## src/rtl/wb_port_arbiter_pkg.sv

```systemverilog
// Shared types for the register-file write-port arbiter: widths, the
// {dest, data} result record, the grant encoding and a one-hot helper.
package wb_arb_pkg;

  localparam int REG_ADDR_W = 5;
  localparam int DATA_W     = 32;
  localparam int NUM_REGS   = 1 << REG_ADDR_W;

  typedef struct packed {
    logic [REG_ADDR_W-1:0] dest;
    logic [DATA_W-1:0]     data;
  } wb_req_t;

  typedef enum logic [1:0] {
    GNT_NONE = 2'd0,
    GNT_WB   = 2'd1,
    GNT_MDU  = 2'd2
  } grant_e;

  // One-hot of a register address; r0 is never reported as pending.
  function automatic logic [NUM_REGS-1:0] dest_onehot(input logic [REG_ADDR_W-1:0] dest);
    logic [NUM_REGS-1:0] vec;
    vec = '0;
    if (dest != '0) vec[dest] = 1'b1;
    return vec;
  endfunction

endpackage

```

## src/rtl/wb_port_arbiter_if.sv

```systemverilog
// Bus bundle between the WB stage / MDU (master side) and the arbiter
// (slave side), including the register-file write port and hazard mask.
//
// Handshakes:
//   WB : a request (wbValid, wbDest != 0) is written in any cycle where
//        wbStall = 0; while wbStall = 1 the WB stage holds wbDest/wbData.
//   MDU: a result transfers on a cycle with mduValid && mduReady; a
//        transfer to mduDest = 0 completes but is dropped.
interface wb_port_arbiter_if;
  import wb_arb_pkg::*;

  logic                  wbValid;
  logic [REG_ADDR_W-1:0] wbDest;
  logic [DATA_W-1:0]     wbData;
  logic                  wbStall;
  logic                  mduValid;
  logic [REG_ADDR_W-1:0] mduDest;
  logic [DATA_W-1:0]     mduData;
  logic                  mduReady;
  logic                  regWriteEnable;
  logic [REG_ADDR_W-1:0] regWriteAddr;
  logic [DATA_W-1:0]     regWriteData;
  logic [NUM_REGS-1:0]   pendingMask;

  modport master (
    output wbValid, wbDest, wbData, mduValid, mduDest, mduData,
    input  wbStall, mduReady, regWriteEnable, regWriteAddr, regWriteData, pendingMask
  );

  modport slave (
    input  wbValid, wbDest, wbData, mduValid, mduDest, mduData,
    output wbStall, mduReady, regWriteEnable, regWriteAddr, regWriteData, pendingMask
  );

endinterface

```

## src/rtl/wb_port_arbiter_fifo.sv

```systemverilog
// Two-entry FIFO holding MDU results that are waiting for the write port.
// Every slot is visible so the arbiter can match WB destinations against
// queued writes and build the pending mask.
module wb_result_fifo
  import wb_arb_pkg::*;
(
  input  logic              clk,
  input  logic              rst_n,
  input  logic              push,
  input  wb_req_t           pushEntry,
  input  logic              pop,
  output logic [1:0]        count,
  output wb_req_t           headEntry,
  output wb_req_t [1:0]     slotEntry,
  output logic [1:0]        slotValid
);

  wb_req_t [1:0] mem;
  logic          head;
  logic          tail;
  logic          pushOk;
  logic          popOk;

  // Never overfill or underflow, whatever the caller asks for.
  assign pushOk = push && (count != 2'd2);
  assign popOk  = pop  && (count != 2'd0);

  // Storage, pointers and occupancy; simultaneous push and pop keep count.
  always_ff @(posedge clk or negedge rst_n) begin
    if (!rst_n) begin
      mem   <= '0;
      head  <= 1'b0;
      tail  <= 1'b0;
      count <= 2'd0;
    end else begin
      if (pushOk) begin
        mem[tail] <= pushEntry;
        tail      <= ~tail;
      end
      if (popOk) head <= ~head;
      case ({pushOk, popOk})
        2'b10:   count <= count + 2'd1;
        2'b01:   count <= count - 2'd1;
        default: count <= count;
      endcase
    end
  end

  // A slot is live when the FIFO is full, or it is the head of a single entry.
  always_comb begin
    slotValid = '0;
    for (int i = 0; i < 2; i++) begin
      slotValid[i] = (count == 2'd2) || ((count == 2'd1) && (head == 1'(i)));
    end
  end

  assign headEntry = mem[head];
  assign slotEntry = mem;

endmodule

```

## src/rtl/wb_port_arbiter.sv

```systemverilog
// Arbitrates the single register-file write port between the in-order WB
// stage and the MDU. WB wins by default; queued MDU results go first when WB
// is idle, when the queue is full, when the head has waited STARVE_LIMIT
// cycles, or when WB targets a register that still has an older MDU write
// queued (so the younger WB value lands last).
module wb_port_arbiter
  import wb_arb_pkg::*;
#(
  parameter int STARVE_LIMIT = 4
) (
  input  logic              clk,
  input  logic              rst_n,
  wb_port_arbiter_if.slave  bus
);

  localparam int STARVE_W = (STARVE_LIMIT < 2) ? 1 : $clog2(STARVE_LIMIT + 1);
  localparam logic [STARVE_W-1:0] STARVE_MAX = STARVE_W'(STARVE_LIMIT);

  logic [1:0]            count;
  wb_req_t               headEntry;
  wb_req_t [1:0]         slotEntry;
  logic [1:0]            slotValid;
  logic                  wbReq;
  logic                  mduReq;
  logic                  destHit;
  logic                  pushEn;
  grant_e                grant;
  logic [STARVE_W-1:0]   starveCnt;
  logic                  outEnable;
  logic [REG_ADDR_W-1:0] outAddr;
  logic [DATA_W-1:0]     outData;
  logic                  outIsMdu;

  assign wbReq  = bus.wbValid && (bus.wbDest != '0);
  assign mduReq = (count != 2'd0);
  assign pushEn = bus.mduValid && bus.mduReady && (bus.mduDest != '0);

  wb_result_fifo u_fifo (
    .clk       (clk),
    .rst_n     (rst_n),
    .push      (pushEn),
    .pushEntry ('{dest: bus.mduDest, data: bus.mduData}),
    .pop       (grant == GNT_MDU),
    .count     (count),
    .headEntry (headEntry),
    .slotEntry (slotEntry),
    .slotValid (slotValid)
  );

  // Does the WB destination collide with any queued (older) MDU write?
  always_comb begin
    destHit = 1'b0;
    for (int i = 0; i < 2; i++) begin
      if (slotValid[i] && (slotEntry[i].dest == bus.wbDest)) destHit = 1'b1;
    end
  end

  // Same-cycle grant decision for the write port.
  always_comb begin
    grant = GNT_NONE;
    if (mduReq && (!wbReq || (count == 2'd2) || (starveCnt == STARVE_MAX) || (wbReq && destHit))) begin
      grant = GNT_MDU;
    end else if (wbReq) begin
      grant = GNT_WB;
    end
  end

  assign bus.wbStall  = wbReq && (grant == GNT_MDU);
  assign bus.mduReady = (count != 2'd2);

  // Count cycles the head has been passed over; saturates at the limit.
  always_ff @(posedge clk or negedge rst_n) begin
    if (!rst_n) begin
      starveCnt <= '0;
    end else if ((grant == GNT_MDU) || !mduReq) begin
      starveCnt <= '0;
    end else if (starveCnt != STARVE_MAX) begin
      starveCnt <= starveCnt + 1'b1;
    end
  end

  // Registered write port; address and data hold while idle.
  always_ff @(posedge clk or negedge rst_n) begin
    if (!rst_n) begin
      outEnable <= 1'b0;
      outAddr   <= '0;
      outData   <= '0;
      outIsMdu  <= 1'b0;
    end else begin
      case (grant)
        GNT_MDU: begin
          outEnable <= 1'b1;
          outAddr   <= headEntry.dest;
          outData   <= headEntry.data;
          outIsMdu  <= 1'b1;
        end
        GNT_WB: begin
          outEnable <= 1'b1;
          outAddr   <= bus.wbDest;
          outData   <= bus.wbData;
          outIsMdu  <= 1'b0;
        end
        default: begin
          outEnable <= 1'b0;
        end
      endcase
    end
  end

  // Registers with an MDU write still in flight (queued or being written).
  always_comb begin
    bus.pendingMask = '0;
    for (int i = 0; i < 2; i++) begin
      if (slotValid[i]) bus.pendingMask = bus.pendingMask | dest_onehot(slotEntry[i].dest);
    end
    if (outEnable && outIsMdu) bus.pendingMask = bus.pendingMask | dest_onehot(outAddr);
    bus.pendingMask[0] = 1'b0;
  end

  assign bus.regWriteEnable = outEnable;
  assign bus.regWriteAddr   = outAddr;
  assign bus.regWriteData   = outData;

endmodule

```

## src/flat_wrapper.sv

```systemverilog
// flat-port wrapper written by rule: the top's interface ports become plain ports
module wb_port_arbiter_flat import wb_arb_pkg::*;
#(
  parameter int STARVE_LIMIT = 4
)
  (clk, rst_n, bus_wbValid, bus_wbDest, bus_wbData, bus_mduValid, bus_mduDest, bus_mduData, bus_wbStall, bus_mduReady, bus_regWriteEnable, bus_regWriteAddr, bus_regWriteData, bus_pendingMask);
  wb_port_arbiter_if bus_i ();
  input  logic clk;
  input  logic rst_n;
  input wire logic [$bits(bus_i.wbValid)-1:0] bus_wbValid;
  input wire logic [$bits(bus_i.wbDest)-1:0] bus_wbDest;
  input wire logic [$bits(bus_i.wbData)-1:0] bus_wbData;
  input wire logic [$bits(bus_i.mduValid)-1:0] bus_mduValid;
  input wire logic [$bits(bus_i.mduDest)-1:0] bus_mduDest;
  input wire logic [$bits(bus_i.mduData)-1:0] bus_mduData;
  output wire logic [$bits(bus_i.wbStall)-1:0] bus_wbStall;
  output wire logic [$bits(bus_i.mduReady)-1:0] bus_mduReady;
  output wire logic [$bits(bus_i.regWriteEnable)-1:0] bus_regWriteEnable;
  output wire logic [$bits(bus_i.regWriteAddr)-1:0] bus_regWriteAddr;
  output wire logic [$bits(bus_i.regWriteData)-1:0] bus_regWriteData;
  output wire logic [$bits(bus_i.pendingMask)-1:0] bus_pendingMask;
  assign bus_i.wbValid = bus_wbValid;
  assign bus_i.wbDest = bus_wbDest;
  assign bus_i.wbData = bus_wbData;
  assign bus_i.mduValid = bus_mduValid;
  assign bus_i.mduDest = bus_mduDest;
  assign bus_i.mduData = bus_mduData;
  assign bus_wbStall = bus_i.wbStall;
  assign bus_mduReady = bus_i.mduReady;
  assign bus_regWriteEnable = bus_i.regWriteEnable;
  assign bus_regWriteAddr = bus_i.regWriteAddr;
  assign bus_regWriteData = bus_i.regWriteData;
  assign bus_pendingMask = bus_i.pendingMask;
  wb_port_arbiter #(.STARVE_LIMIT(STARVE_LIMIT)) u_core (.clk(clk), .rst_n(rst_n), .bus(bus_i));
endmodule
```

## config.mk

```make
export PLATFORM = sky130hd
export DESIGN_NAME = wb_port_arbiter_flat
export DESIGN_NICKNAME = d
export VERILOG_FILES = /design/src/rtl/wb_port_arbiter_pkg.sv /design/src/rtl/wb_port_arbiter_if.sv /design/src/rtl/wb_port_arbiter_fifo.sv /design/src/rtl/wb_port_arbiter.sv /design/src/flat_wrapper.sv
export SDC_FILE = /design/constraint.sdc
export NUM_CORES = 1
export LEC_CHECK = 0
export ABC_AREA = 1
export CAP_MARGIN = 20
export CORE_MARGIN = 2
export CORE_UTILIZATION = 51
export CTS_CLUSTER_SIZE = 20
export DETAILED_ROUTE_END_ITERATION = 8
export GPL_TIMING_DRIVEN = 0
export PLACE_DENSITY = 0.88
export SYNTH_ARGS = -nofsm -noshare
export SYNTH_HDL_FRONTEND = slang
export SYNTH_SLANG_ARGS = --single-unit
```

## constraint.sdc

```tcl
create_clock -name clk -period 2.4 [get_ports clk]
set_input_delay 0.24 -clock clk [delete_from_list [all_inputs] [get_ports clk]]
set_output_delay 0.24 -clock clk [all_outputs]
set_load 0.005 [all_outputs]
```

Word-level counts from Yosys, hierarchy flattened

Cells that the tools add are included.
Widths: inputs -> output; s select.

Flip-flop bits (word level): 120
Output and inout bits: 72
Logic and storage cells: 104

Add/subtract/negate cells: 3
Order comparisons: 9
Eq/ne operators: 11
Mux-type cells: 30
Bitwise gates (word level): 4
Reduce and logical (&&, ||, !) cells: 35

Operators by type and width:

| cell                | number |
|---|---|
| $mux 32             | 8 |
| $mux 37             | 3 |
| $bwmux 74           | 1 |
| $or 32x32->32       | 2 |
| $pmux 32 s2         | 1 |
| $demux 37 s1        | 1 |
| $reduce_bool 5->1   | 5 |
| $lt 5x6->1 const B  | 3 |
| $logic_and 1x1->1   | 17 |
| $demux 1 s5         | 3 |
| $ge 5x1->1 const B  | 3 |
| $eq 5x5->1          | 2 |
| $pmux 5 s2          | 1 |
| $reduce_bool 2->1   | 4 |
| $mux 1              | 7 |
| $eq 2x1->1 const B  | 3 |
| $eq 2x2->1 const B  | 3 |
| $logic_or 1x1->1    | 6 |
| $mux 3              | 2 |
| $lt 1x2->1 const B  | 2 |
| $pmux 2 s2          | 1 |
| $add 3x1->3 const B | 1 |
| $eq 3x3->1 const B  | 1 |
| $ne 3x3->1 const B  | 1 |
| other kinds (9)     | 11 |

Logic depth before layout (Yosys ltp)

Depth after elaboration: 14
Mapped depth: 13
Depth with buffers taken out: 11

Modules after synthesis

Synthesis repeated with hierarchy kept, for this count alone.

Cell total of the unflattened synthesis: 980
Area, all modules: 6942.9 µm²

Modules (own cells, without submodules):

| module          | instances | cells an instance | area an instance (µm²) | seq. area each (µm²) |
|---|---|---|---|---|
| wb_result_fifo  | 1         | 481               | 3758.6                 | 1951.9 |
| wb_port_arbiter | 1         | 499               | 3184.3                 | 1051.0 |

Worst setup path before layout

No wires, ideal clock.

Path kind: reg2reg
Start: reg u_core.u_fifo.count[0]
End: reg u_core.u_fifo.count[1]
Setup time: 127 ps
Data arrival time: 1870 ps
Required time: 2273 ps
Slack: 403 ps
Stages on the path, launching flop included: 13
Buffers on the path: 1
Period minus slack after synthesis: 1997 ps
Cell sequence: dfrtp_1 -> inv_1 -> ha_1 -> a21oi_4 -> nor2_1 -> nand3_1 -> nand3_1 -> nand2_2 -> buf_2 -> inv_1 -> ha_1 -> nand2_1 -> o21ai_0

Word-level cells in the longest chain between the ends: 14
Elaborated cells between the ends (all ways): 29
Classes of those cells: 2 x add/sub; 6 x eq/ne; 4 x mux; 17 x reduce/logical

RTL lines:

| item                                            | line                       | RTL |
|---|---|---|
| from (decl)                                     | wb_port_arbiter_fifo.sv:12 | `output logic [1:0] count,` |
| from (signal assigned)                          | wb_port_arbiter_fifo.sv:42 | `2'b10: count <= count + 2'd1;` |
| from (signal assigned)                          | wb_port_arbiter_fifo.sv:43 | `2'b01: count <= count - 2'd1;` |
| from (signal assigned)                          | wb_port_arbiter_fifo.sv:44 | `default: count <= count;` |
| $eq 2x1->1                                      | wb_port_arbiter_fifo.sv:53 | `slotValid[i] = (count == 2'd2) \|\| ((count == 2'd1) && (head == 1'(i)));` |
| $logic_and 1x1->1                               | wb_port_arbiter_fifo.sv:53 |  |
| $logic_or 1x1->1                                | wb_port_arbiter_fifo.sv:53 |  |
| $logic_and 1x1->1                               | wb_port_arbiter.sv:54      | `if (slotValid[i] && (slotEntry[i].dest == bus.wbDest)) destHit = 1'b1;` |
| $mux 1 (2 in series)                            | wb_port_arbiter.sv:54      |  |
| $logic_and 1x1->1                               | wb_port_arbiter.sv:61      | `if (mduReq && (!wbReq \|\| (count == 2'd2) \|\| (starveCnt == STARVE_MAX) \|\| (wbReq && destHit))) begin` |
| $logic_or 1x1->1                                | wb_port_arbiter.sv:61      |  |
| $logic_and 1x1->1                               | wb_port_arbiter.sv:61      |  |
| $mux 2                                          | wb_port_arbiter.sv:61      |  |
| $eq 2x2->1                                      | wb_port_arbiter.sv:43      | `.pop (grant == GNT_MDU),` |
| $logic_and 1x1->1 (*)                           | wb_port_arbiter_fifo.sv:26 | `assign popOk = pop && (count != 2'd0);` |
| net u_core.u_fifo.popOk                         | wb_port_arbiter_fifo.sv:22 | `logic popOk;` |
| $eq 2x1->1 or $eq 2x2->1 (tied branches)        | wb_port_arbiter_fifo.sv:41 | `case ({pushOk, popOk})` |
| $pmux 2 s2 or $reduce_bool 2->1 (tied branches) | --                         |  |

Mark *: on every way through the listed nets, which the timed path passes. The rest lies on a longest branch.
A chain may end at the register's enable or synchronous reset.

Worst setup path in the final report

Start: reg u_core.u_fifo.count[1]
End: out bus_pendingMask[4]

Word-level cells in the longest chain between the ends: 8
Elaborated cells between the ends (all ways): 11
Classes of those cells: 2 x eq/ne; 3 x mux; 2 x bitwise; 4 x reduce/logical

RTL lines:

| item              | line                       | RTL |
|---|---|---|
| $eq 2x1->1        | wb_port_arbiter_fifo.sv:53 |  |
| $logic_and 1x1->1 | wb_port_arbiter_fifo.sv:53 |  |
| $logic_or 1x1->1  | wb_port_arbiter_fifo.sv:53 |  |
| $mux 32           | wb_port_arbiter.sv:114     | `if (slotValid[i]) bus.pendingMask = bus.pendingMask \| dest_onehot(slotEntry[i].dest);` |
| $or 32x32->32     | wb_port_arbiter.sv:114     |  |
| $mux 32 (*)       | wb_port_arbiter.sv:114     |  |
| $or 32x32->32     | wb_port_arbiter.sv:116     | `if (outEnable && outIsMdu) bus.pendingMask = bus.pendingMask \| dest_onehot(outAddr);` |
| $mux 32 (*)       | wb_port_arbiter.sv:116     |  |
| to (decl)         | flat_wrapper.sv:21         | `output wire logic [$bits(bus_i.pendingMask)-1:0] bus_pendingMask;` |

Every way passes the cells marked *; elsewhere a longest branch is shown, timed or not.

==> impl_metrics.yaml <==
status:
  status: "finished clean"
synth:
  syn_avg_cell_area_um2: 7.51
  syn_inst: 867
  synth_nets: 951
  ys_warn_count: 0
  netlist_area_um2: 6510
  synth.distinct_cells: 26
  ys_seq_elements: 120
  yosysSeqAreaShare_pct: 46.1
sta:
  fin_crit_sh_pct: 98.8
  finClkSkew_ns: 0.00867
  fin_ws_ns: 0.0278
  period_minus_slack_ns: 2.37
  hold_violations: 0
  finalMaxSlewViolations: 0
  fmax_mhz: 422
  rsz0062_at_grt: "yes"
  hold_ws_ns: 0.230
  worst_pin_slew_ns: 0.963
  setup_viol: 0
  slew_headroom_pct: 35.8
floorplanning:
  boundaryPins: 150
  dieArea_um2: 13700
  initial_core_util_pct: 51.8
  die_w_um: 117
  num_rows: 41
  coreArea_um2: 12600
  dieHeight_um: 117
finish:
  fin_nets: 1141
  fillCellCount: 861
  area_growth_pct: 42.8
  final_common_cell: "nand2_1"
  regArea_um2: 3010
  multi_input_area_um2: 3090
  layout_common_cells: "nand2_1 (286), dfrtp_1 (117), clkdlybuf4s50_1 (115)"
  n_antenna_cell: 0
  final_cells: 1242
  drive_gt1_share_pct: 13.2
clocking:
  root_buffer: "clkbuf_16"
  cts_tree: "built"
  htreeDepth: 4
  clockBufferDepth: 2
  numCtsBuffers: 17
  path_clk_slew_ns: 0.06
  numClockSinks: 120
  clock_latency_ns: 0.42
drt:
  drc: 0
  viasPerCell: 5.65
  wl_per_cell_um: 17.5
  vias: 7012
  drtIter0Drc: 912
  ant_nets: 0
  dr.pass1.iters: 6
  routed_wl_mm: 21.8
pwr:
  powerDensity_nw_per_um2: 1380
  peakVddDrop_mv: 0.695
  p_leak_uw: 0.00473
  total_power_uw: 12800
grt:
  grtUsageTotal_pct: 31.5
  grt-ovfl-total: 0
  grt_pass1_vias: 6709
  grt_pass1_wl_mm: 32.9
  antenna_found_initial: 0
  grt_max_degree: 99
place:
  dp.cells: 1188
  gp_congestion: 0.942
  dp_slack_ns: -0.407
  portBuffers: 148
  post-dp-hpwl_mm: 13.6
critical_path:
  crit_required_ns: 2.16
  arrival_ns: 2.13
  crit_type: "reg2out"
  critPathLaunchType: "flop"
  cpPeakStageDelay_ns: 0.40
  cp_slowest_cell: "dfrtp_1"
  critPathCaptureType: "output port"
  cp_max_fo: 6
  crit_chain: "buf_6, ha_4, a21oi_4, buf_12, nor3_4, buf_4, nand2_1, o211ai_1, clkbuf_2"
hold_path:
  min-delay-path-class: "in2async"
job:
  maxCapViolCount: 0
## stage by stage
stage | TNS [ns] | util (%) | cell area (um2)
6_report | 0 | 74.0 | 9300
2_1_floorplan | 0 | - | 6510
4_1_cts | -0.229 | 73.3 | 9210
3_5_place_dp | -8.48 | 65.5 | 8240
3_3_place_gp | -409.02 | 65.3 | 8210
5_1_grt | -0.0946 | 74.0 | 9300
## cells by family after synthesis
kind of cell | count (synthesis) | share of synthesized area (%)
xor+xnor | 4 | 0.538
buf+inv | 156 | 9.86
compound gates | 109 | 9.30
simple gates | 439 | 28.1
fa+ha+maj | 6 | 1.15
other cells | 1 | 0.0576
mux | 32 | 4.92
flops | 120 | 46.1
## state kept, by name, summed over array words and instances, names as in the netlist
register	flops
u_core.u_fifo.tail	1
u_core.outIsMdu	1
u_core.bus.regWriteAddr	5
u_core.bus.regWriteData	32
u_core.u_fifo.count	2
u_core.bus.regWriteEnable	1
u_core.u_fifo.head	1
u_core.u_fifo.slotEntry	74
u_core.starveCnt	3
## synthesized netlist by cell type
| library cell | number | share of area [%] |
|---|---|---|
| nor3_1 | 34 | 2.6 |
| buf_1 | 4 | 0.23 |
| buf_6 | 3 | 0.52 |
| dfrtp_1 | 120 | 46 |
| ha_1 | 6 | 1.2 |
| a22oi_1 | 12 | 1.4 |
| clkbuf_1 | 16 | 0.92 |
| nand3_1 | 98 | 7.5 |
| nand2_1 | 286 | 16 |
| conb_1 | 1 | 0.058 |
| nor2_1 | 17 | 0.98 |
| inv_2 | 8 | 0.46 |
| nor2_2 | 1 | 0.096 |
| nand2_2 | 1 | 0.096 |
| o21ai_1 | 11 | 0.85 |
| a21oi_4 | 2 | 0.50 |
| nand2_4 | 1 | 0.17 |
| o211ai_1 | 3 | 0.35 |
| inv_1 | 104 | 6.0 |
| xnor2_1 | 3 | 0.40 |
| mux2i_1 | 32 | 4.9 |
| or2_1 | 1 | 0.096 |
| buf_4 | 3 | 0.35 |
| o21ai_0 | 81 | 6.2 |
| xor2_1 | 1 | 0.13 |
| buf_2 | 18 | 1.4 |
## layout make-up
type | count | area share, %
buffer | 43 | 2.39
clock buffer | 19 | 4.76
clock inverter | 13 | 2.61
inverter | 112 | 4.52
multi-input combinational | 591 | 33.2
sequential | 120 | 32.3
tap | 172 | 2.31
timing repair buffer | 172 | 17.9
## routing by layer
| layer | vias up | part of all wire, % | GRT usage, % |
|---|---|---|---|
| li1 | 3154 | - | - |
| met1 | 3257 | 38 | 39.0 |
| met2 | 496 | 48 | 52.7 |
| met3 | 105 | 9.5 | 5.92 |
| met4 | 0 | 4.7 | 16.7 |
| met5 | - | 0 | 0 |
## path summary, 6_finish.rpt
path / start / endpoint / slack, ns / depth (start not counted)
setup / recovery: u_core.u_fifo.count[1] / bus_pendingMask[4] / 0.03 / 9
hold / removal: rst_n / u_core.bus.regWriteData[28] / 0.23 / 2
setup reg to reg: u_core.u_fifo.count[1] / u_core.bus.regWriteAddr[1] / 0.12 / 13
hold reg to reg: u_core.starveCnt[0] / u_core.starveCnt[0] / 0.48 / 1
max in group asynchronous: rst_n / u_core.u_fifo.count[0] / 1.42 / 3
min in group clk: bus_mduData[16] / u_core.u_fifo.slotEntry[16] / 0.39 / 3
## critical path, delay by kind of cell (launching register included)
family                     cells  cell delay [ns]
AOI/OAI and AO/OA              2             0.17
adders and majority gates      1             0.18
buffers and inverters          4             0.62
DFF                            1             0.40
and+or+nand+nor                2             0.33
## timing repair
item / 4_1_cts / 5_1_grt
endpoints found under the hold margin: 22 / 0
hold buffers: 1 / 0
resized for setup: 82 / 49
pin swaps: 7 / 8
setup endpoints to repair: 34 / 61
buffers inserted: 15 / 7
## where the power goes
group | internal (uW) | switching, uW
logic | 2520 | 3510
registers | 3030 | 783
clock network | 1990 | 974
total | 7540 | 5270
Note: power is estimated with default switching activity, not from simulation.
